==> src/rtl/cmu_pkg.sv <==
// Shared definitions for the control-memory (cmem) units.
// Both the chunk allocator and the chain reader/freer import this package.
package cmu_pkg;

   localparam int CMEM_ADDR_W = 10;
   localparam int CMEM_DATA_W = 16;
   localparam logic [CMEM_ADDR_W-1:0] NULL_ADDR = '0;
   localparam int ALLOC_BIT = 15;

   // One cmem word: allocation flag, reserved bits, and the link to the next chunk.
   typedef struct packed {
      logic                   alloc;
      logic [4:0]             rsvd;
      logic [CMEM_ADDR_W-1:0] next;
   } cmem_entry_t;

   typedef enum logic [2:0] {
      CR_IDLE,
      CR_RD,
      CR_WAIT,
      CR_EMIT,
      CR_FREE,
      CR_DONE,
      CR_ERR
   } cr_state_t;

endpackage

==> src/rtl/cmu_chain_reader.sv <==
// Walks a packet's chunk chain in cmem via port b.
// Each chunk is handed to the readout path, then its entry is cleared and the address is returned to the free pool.
module cmu_chain_reader
   import cmu_pkg::*;
#(
   parameter int ADDR_WIDTH = 10,
   parameter int DATA_WIDTH = 16,
   parameter int LEN_WIDTH  = 6,
   parameter int MAX_BLOCKS = 63
) (
   input  logic                  clk,
   input  logic                  rst_n,
   input  logic                  start,
   input  logic [ADDR_WIDTH-1:0] head_addr,
   output logic                  ready,
   output logic                  blk_valid,
   output logic [ADDR_WIDTH-1:0] blk_addr,
   output logic                  blk_last,
   input  logic                  blk_ready,
   output logic [ADDR_WIDTH-1:0] cm_addr,
   output logic [DATA_WIDTH-1:0] cm_wdata,
   output logic                  cm_wen,
   input  logic [DATA_WIDTH-1:0] cm_rdata,
   output logic                  free_valid,
   output logic [ADDR_WIDTH-1:0] free_addr,
   output logic                  done,
   output logic [LEN_WIDTH-1:0]  blk_count,
   output logic                  err
);

   cr_state_t             state, state_nxt;
   logic [ADDR_WIDTH-1:0] cur, nxt;
   logic [LEN_WIDTH-1:0]  count;
   cmem_entry_t           entry;
   logic [4:0]            rsvd_unused;
   logic                  link_bad;

   assign entry       = cm_rdata;
   assign rsvd_unused = entry.rsvd;

   // A fetched entry is rejected if it is free, points at itself, or would push the chain past MAX_BLOCKS.
   always_comb begin
      link_bad = !entry.alloc
              || (entry.next == cur)
              || ((count == LEN_WIDTH'(MAX_BLOCKS - 1)) && (entry.next != NULL_ADDR));
   end

   always_ff @(posedge clk or negedge rst_n) begin
      if (!rst_n) begin
         state <= CR_IDLE;
      end else begin
         state <= state_nxt;
      end
   end

   always_comb begin
      state_nxt = state;
      case (state)
         CR_IDLE: if (start) state_nxt = (head_addr == NULL_ADDR) ? CR_ERR : CR_RD;
         CR_RD:   state_nxt = CR_WAIT;
         CR_WAIT: state_nxt = link_bad ? CR_ERR : CR_EMIT;
         CR_EMIT: if (blk_ready) state_nxt = CR_FREE;
         CR_FREE: state_nxt = (nxt == NULL_ADDR) ? CR_DONE : CR_RD;
         CR_DONE: state_nxt = CR_IDLE;
         CR_ERR:  state_nxt = CR_IDLE;
         default: state_nxt = CR_IDLE;
      endcase
   end

   // Walk pointers and chunk counter; count survives DONE so blk_count stays readable until the next start.
   always_ff @(posedge clk or negedge rst_n) begin
      if (!rst_n) begin
         cur   <= '0;
         nxt   <= '0;
         count <= '0;
      end else begin
         case (state)
            CR_IDLE: begin
               if (start) begin
                  cur   <= head_addr;
                  nxt   <= '0;
                  count <= '0;
               end
            end
            CR_WAIT: begin
               if (!link_bad) nxt <= entry.next;
            end
            CR_FREE: begin
               count <= count + LEN_WIDTH'(1);
               if (nxt != NULL_ADDR) cur <= nxt;
            end
            default: ;
         endcase
      end
   end

   always_comb begin
      ready      = (state == CR_IDLE);
      blk_valid  = 1'b0;
      blk_addr   = '0;
      blk_last   = 1'b0;
      cm_addr    = (state == CR_IDLE) ? '0 : cur;
      cm_wdata   = '0;
      cm_wen     = 1'b0;
      free_valid = 1'b0;
      free_addr  = '0;
      done       = 1'b0;
      err        = 1'b0;
      blk_count  = count;
      case (state)
         CR_EMIT: begin
            blk_valid = 1'b1;
            blk_addr  = cur;
            blk_last  = (nxt == NULL_ADDR);
         end
         CR_FREE: begin
            cm_wen     = 1'b1;
            free_valid = 1'b1;
            free_addr  = cur;
         end
         CR_DONE: done = 1'b1;
         CR_ERR:  err  = 1'b1;
         default: ;
      endcase
   end

endmodule
==> config.mk <==
export PLATFORM = sky130hd
export DESIGN_NAME = cmu_chain_reader
export DESIGN_NICKNAME = d
export VERILOG_FILES = /design/src/rtl/cmu_pkg.sv /design/src/rtl/cmu_chain_reader.sv
export SDC_FILE = /design/constraint.sdc
export NUM_CORES = 1
export LEC_CHECK = 0
export CAP_MARGIN = 20
export CORE_ASPECT_RATIO = 2
export CORE_MARGIN = 2
export CORE_UTILIZATION = 45
export DETAILED_ROUTE_END_ITERATION = 8
export PLACE_DENSITY = 0.94
export SKIP_CTS_REPAIR_TIMING = 1
export SYNTH_ARGS = -nofsm -noshare
export SYNTH_HDL_FRONTEND = slang
export SYNTH_SLANG_ARGS = --single-unit
==> constraint.sdc <==
create_clock -name clk -period 4 [get_ports clk]
set_clock_uncertainty 0.2 [all_clocks]
set_input_delay 0.8 -clock clk [delete_from_list [all_inputs] [get_ports clk]]
set_output_delay 0.8 -clock clk [all_outputs]
set_load 0.02 [all_outputs]
==> flow_results.xml <==
<?xml version="1.0" encoding="UTF-8"?>
<metrics>
  <group name="synthesis">
    <metric name="synth_cell_type_count" unit="">39</metric>
    <metric name="yosysWarnings" unit="">0</metric>
    <metric name="synth.top_cells.by_count" unit="">dfrtp_1 (29), and2_1 (20), buf_4 (18)</metric>
    <metric name="synth_area_leaders" unit="">dfrtp_1 (38%), buf_4 (7.1%), and2_1 (6.6%)</metric>
    <metric name="yosys_register_bits" unit="">29</metric>
    <metric name="synth_cells" unit="">210</metric>
    <metric name="synth_largest_type_area_fraction" unit="%">38.3</metric>
    <metric name="leading_register_cell_type_out_of_synthesis" unit="">dfrtp_1</metric>
    <metric name="synthArstFlopShare" unit="%">100</metric>
    <metric name="synth.yosys.seq_area_share" unit="%">38.3</metric>
    <metric name="synth_area_per_cell" unit="sq um">9.03</metric>
    <metric name="syn-cell-area" unit="sq mm">0.00190</metric>
    <metric name="synth.largest_area_cell" unit="">dfrtp_1</metric>
    <metric name="synth_edf_count" unit="">0</metric>
    <metric name="post-synth-top-count-cell" unit="">dfrtp_1</metric>
  </group>
  <group name="detailed_routing">
    <metric name="vias_per_cell" unit="">5.47</metric>
    <metric name="detailedRoute.firstPassIterationCount" unit="">4</metric>
    <metric name="wl" unit="mm">4.88</metric>
    <metric name="antenna_left" unit="">0</metric>
    <metric name="drt_iter0_markers" unit="">43</metric>
    <metric name="post_drt_wl_per_cell" unit="um">15.0</metric>
    <metric name="drcViolationCount" unit="">0</metric>
    <metric name="vias" unit="">1783</metric>
  </group>
  <group name="sta">
    <metric name="setup_slack" unit="ns">0.640</metric>
    <metric name="fin_crit_sh" unit="%">84.0</metric>
    <metric name="slew-limit-headroom" unit="%">62.1</metric>
    <metric name="setup_total_negative_slack" unit="ns">0</metric>
    <metric name="layout_min_cycle_time" unit="ns">3.36</metric>
    <metric name="maxClockFrequency" unit="GHz">0.298</metric>
    <metric name="hold_viol_final" unit="">0</metric>
    <metric name="setup_viol" unit="">0</metric>
    <metric name="timing_worst_slew_pin_value" unit="ns">0.568</metric>
    <metric name="final_max_slew_viol_count" unit="">0</metric>
    <metric name="unrepaired_setup_endpoints_after_global_routing" unit="">false</metric>
  </group>
  <group name="floorplanning">
    <metric name="initial_core_util" unit="%">46.4</metric>
    <metric name="chipWidth" unit="um">49.9</metric>
    <metric name="full_die_area" unit="sq mm">0.00478</metric>
    <metric name="core-area" unit="sq mm">0.00409</metric>
    <metric name="rows" unit="">33</metric>
    <metric name="floorplan.io_pins" unit="">89</metric>
    <metric name="chipHeight" unit="um">95.8</metric>
  </group>
  <group name="worst_setup_path">
    <metric name="critical_path_arrival" unit="ns">2.36</metric>
    <metric name="cp-start-kind" unit="">register</metric>
    <metric name="worstRegToRegCells" unit="">7</metric>
    <metric name="crit_path_max_incr_delay" unit="ns">0.67</metric>
    <metric name="crit-reg2reg-launch" unit="">state[2]$_DFFE_PN0P_</metric>
    <metric name="criticalPathCategory" unit="">register to output pin</metric>
    <metric name="cp_cell_sequence" unit="">nor4_1 -&gt; nand3_1 -&gt; nor4b_1 -&gt; clkdlybuf4s50_1</metric>
    <metric name="r2r-end" unit="">cur[9]$_DFFE_PN0P_</metric>
    <metric name="required" unit="ns">3.00</metric>
    <metric name="crit_path_end_kind" unit="">output pin</metric>
    <metric name="maximum_fanout_encountered_on_the_critical_timing_path" unit="">3</metric>
    <metric name="crit_path_top_delay_cell" unit="">clkdlybuf4s50_1</metric>
    <metric name="slack_of_the_worst_reg_to_reg_path" unit="ns">1.53</metric>
  </group>
  <group name="clock_tree">
    <metric name="tritoncts_clock_tree" unit="">yes</metric>
    <metric name="cts_max_path_buffers" unit="">2</metric>
    <metric name="cts_buffers" unit="">5</metric>
    <metric name="cts.sinks" unit="">29</metric>
    <metric name="clk_pin_slew" unit="ns">0.05</metric>
    <metric name="cts.root.buffer_cell" unit="">clkbuf_8</metric>
    <metric name="cts-htree-levels" unit="">2</metric>
    <metric name="clk-insertion-delay-late" unit="ns">0.28</metric>
  </group>
  <group name="power_and_ir_drop">
    <metric name="clkPwrFrac" unit="%">13.6</metric>
    <metric name="net-switching-power" unit="mW">0.771</metric>
    <metric name="p_leak" unit="nW">1.13</metric>
    <metric name="sequential_share_of_power" unit="%">32.7</metric>
    <metric name="power_density_over_cell_area" unit="mW/mm^2">679</metric>
    <metric name="internal_power" unit="mW">1.01</metric>
    <metric name="power.share.combinational" unit="%">53.7</metric>
    <metric name="vdd_drop_max" unit="V">0.000445</metric>
    <metric name="switching_share" unit="%">43.4</metric>
  </group>
  <group name="final_layout">
    <metric name="area.sequential" unit="sq um">726</metric>
    <metric name="syn2layout_area_growth" unit="%">38.0</metric>
    <metric name="multi_input_area" unit="sq mm">0.00101</metric>
    <metric name="final_util" unit="%">64.0</metric>
    <metric name="antennaDiodeCount" unit="">0</metric>
    <metric name="design.final.nets" unit="">306</metric>
    <metric name="finish.cell_count_without_fillers" unit="">326</metric>
    <metric name="share_of_final_layout_standard_cells_stronger_than_drive_strength_1" unit="%">5.11</metric>
    <metric name="filler_cell_count" unit="">335</metric>
  </group>
  <group name="hold_path">
    <metric name="hold_path_depth" unit="">1</metric>
    <metric name="worstHoldStart" unit="">blk_count[5]$_DFFE_PN0P_</metric>
    <metric name="hold-path-endpoint" unit="">blk_count[5]$_DFFE_PN0P_</metric>
    <metric name="holdCritPathClass" unit="">register to register</metric>
  </group>
  <group name="global_route">
    <metric name="grt_antenna_before_repair" unit="">0</metric>
    <metric name="grt_usage" unit="%">21.5</metric>
    <metric name="globalRoute.totalOverflow" unit="">0</metric>
    <metric name="grt_pass1_vias" unit="">1687</metric>
    <metric name="grt_first_pass_wirelength" unit="mm">7.67</metric>
    <metric name="largest_net_degree_at_the_start_of_global_routing" unit="">30</metric>
  </group>
  <group name="placement">
    <metric name="buffer_ports.inserted" unit="">67</metric>
    <metric name="post-place-ws" unit="ns">0.915</metric>
    <metric name="place.detailed.instances" unit="">319</metric>
    <metric name="detailed_place_hpwl" unit="mm">3.86</metric>
    <metric name="gpl.final_weighted_congestion" unit="">0.864</metric>
  </group>
  <group name="flow_run">
    <metric name="cap_violations" unit="">0</metric>
  </group>
  <group name="status">
    <metric name="status" unit="">finished clean</metric>
  </group>
</metrics>
[worst max-delay path: cells and delay by family (launching register included)]
family	cells	cell delay, ns
buf+inv	1	0.67
flops	1	0.39
simple gates	3	1.03
[registers in the layout, indices dropped and copies added, names as in the netlist]
register	count
blk_count	6
cur	10
nxt	10
state	3
[layout by cell type (no fill, tap or decap), drive strengths merged, types with 2 or more instances in the layout]
| cell | netlist | final |
|---|---|---|
| nand3 | 6 | 6 |
| nand2 | 16 | 16 |
| clkdlybuf4s50 | 0 | 67 |
| nor3b | 3 | 3 |
| dfrtp | 29 | 29 |
| xor2 | 8 | 8 |
| xnor2 | 2 | 2 |
| nor4 | 9 | 9 |
| ha | 2 | 2 |
| and2 | 20 | 20 |
| nor2 | 10 | 10 |
| buf | 23 | 4 |
| a32o | 10 | 10 |
| o21ai | 19 | 19 |
| conb | 1 | 16 |
| clkbuf | 6 | 7 |
| nand4 | 3 | 3 |
| and3 | 12 | 12 |
| mux2i | 10 | 10 |
| inv | 6 | 6 |
[per-layer routing]
metal  GRT usage, %  vias up  wire [um]
li1               -      845          -
met1           21.5      828       1720
met2           39.7       88       2680
met3           3.26       22        234
met4           15.3        0        244
met5              0        -          0
[per-stage QoR]
stage,instance area [sq um],power (mW),hold slack [ns]
6_report,2620,1.78,0.307
5_1_grt,2620,1.89,0.336
4_1_cts,2620,1.78,0.313
3_5_place_dp,2530,1.54,0.302
3_3_place_gp,2530,1.50,0.300
2_1_floorplan,1950,1.17,0.304
[power by group through the flow]
stage / clock [mW] / combinational, mW / sequential [mW]
6_report: 0.241 / 0.954 / 0.581
2_1_floorplan: 0 / 0.651 / 0.522
3_3_place_gp: 0 / 0.926 / 0.570
4_1_cts: 0.247 / 0.958 / 0.575
3_5_place_dp: 0 / 0.955 / 0.581
5_1_grt: 0.258 / 1.03 / 0.600
[worst max path at each step]
stage | start | to | slack, ns | depth (start not counted)
finish | nxt[5]$_DFFE_PN0P_ | blk_last | 0.64 | 4
global route | state[1]$_DFFE_PN0P_ | free_valid | 0.55 | 4
CTS | nxt[5]$_DFFE_PN0P_ | blk_last | 0.64 | 4
floorplan | state[2]$_DFFE_PN0P_ | blk_addr[0] | 1.46 | 4
detailed placement | cm_rdata[7] | state[0]$_DFFE_PN0P_ | 0.91 | 6
global placement | cm_rdata[7] | state[0]$_DFFE_PN0P_ | 1.01 | 6
[cells by family (layout without fill, tap and decap cells)]
| family | Yosys count | count (layout) | synth area share [%] |
|---|---|---|---|
| buf+inv | 35 | 84 | 11.2 |
| flops | 29 | 29 | 38.3 |
| mux | 10 | 10 | 5.28 |
| xor+xnor | 10 | 10 | 4.62 |
| simple gates | 85 | 85 | 25.3 |
| other cells | 1 | 16 | 0.198 |
| fa+ha+maj | 2 | 2 | 1.32 |
| compound gates | 38 | 38 | 13.9 |
[cell type report]
type / instances / share of cell area, %
well taps: 52 / 2.49
inverters: 6 / 0.861
clock buffers: 7 / 3.30
flip-flops and latches: 29 / 27.8
multi-input cells: 161 / 38.8
repair buffers: 71 / 26.8
(Power assumes the default switching activity.)
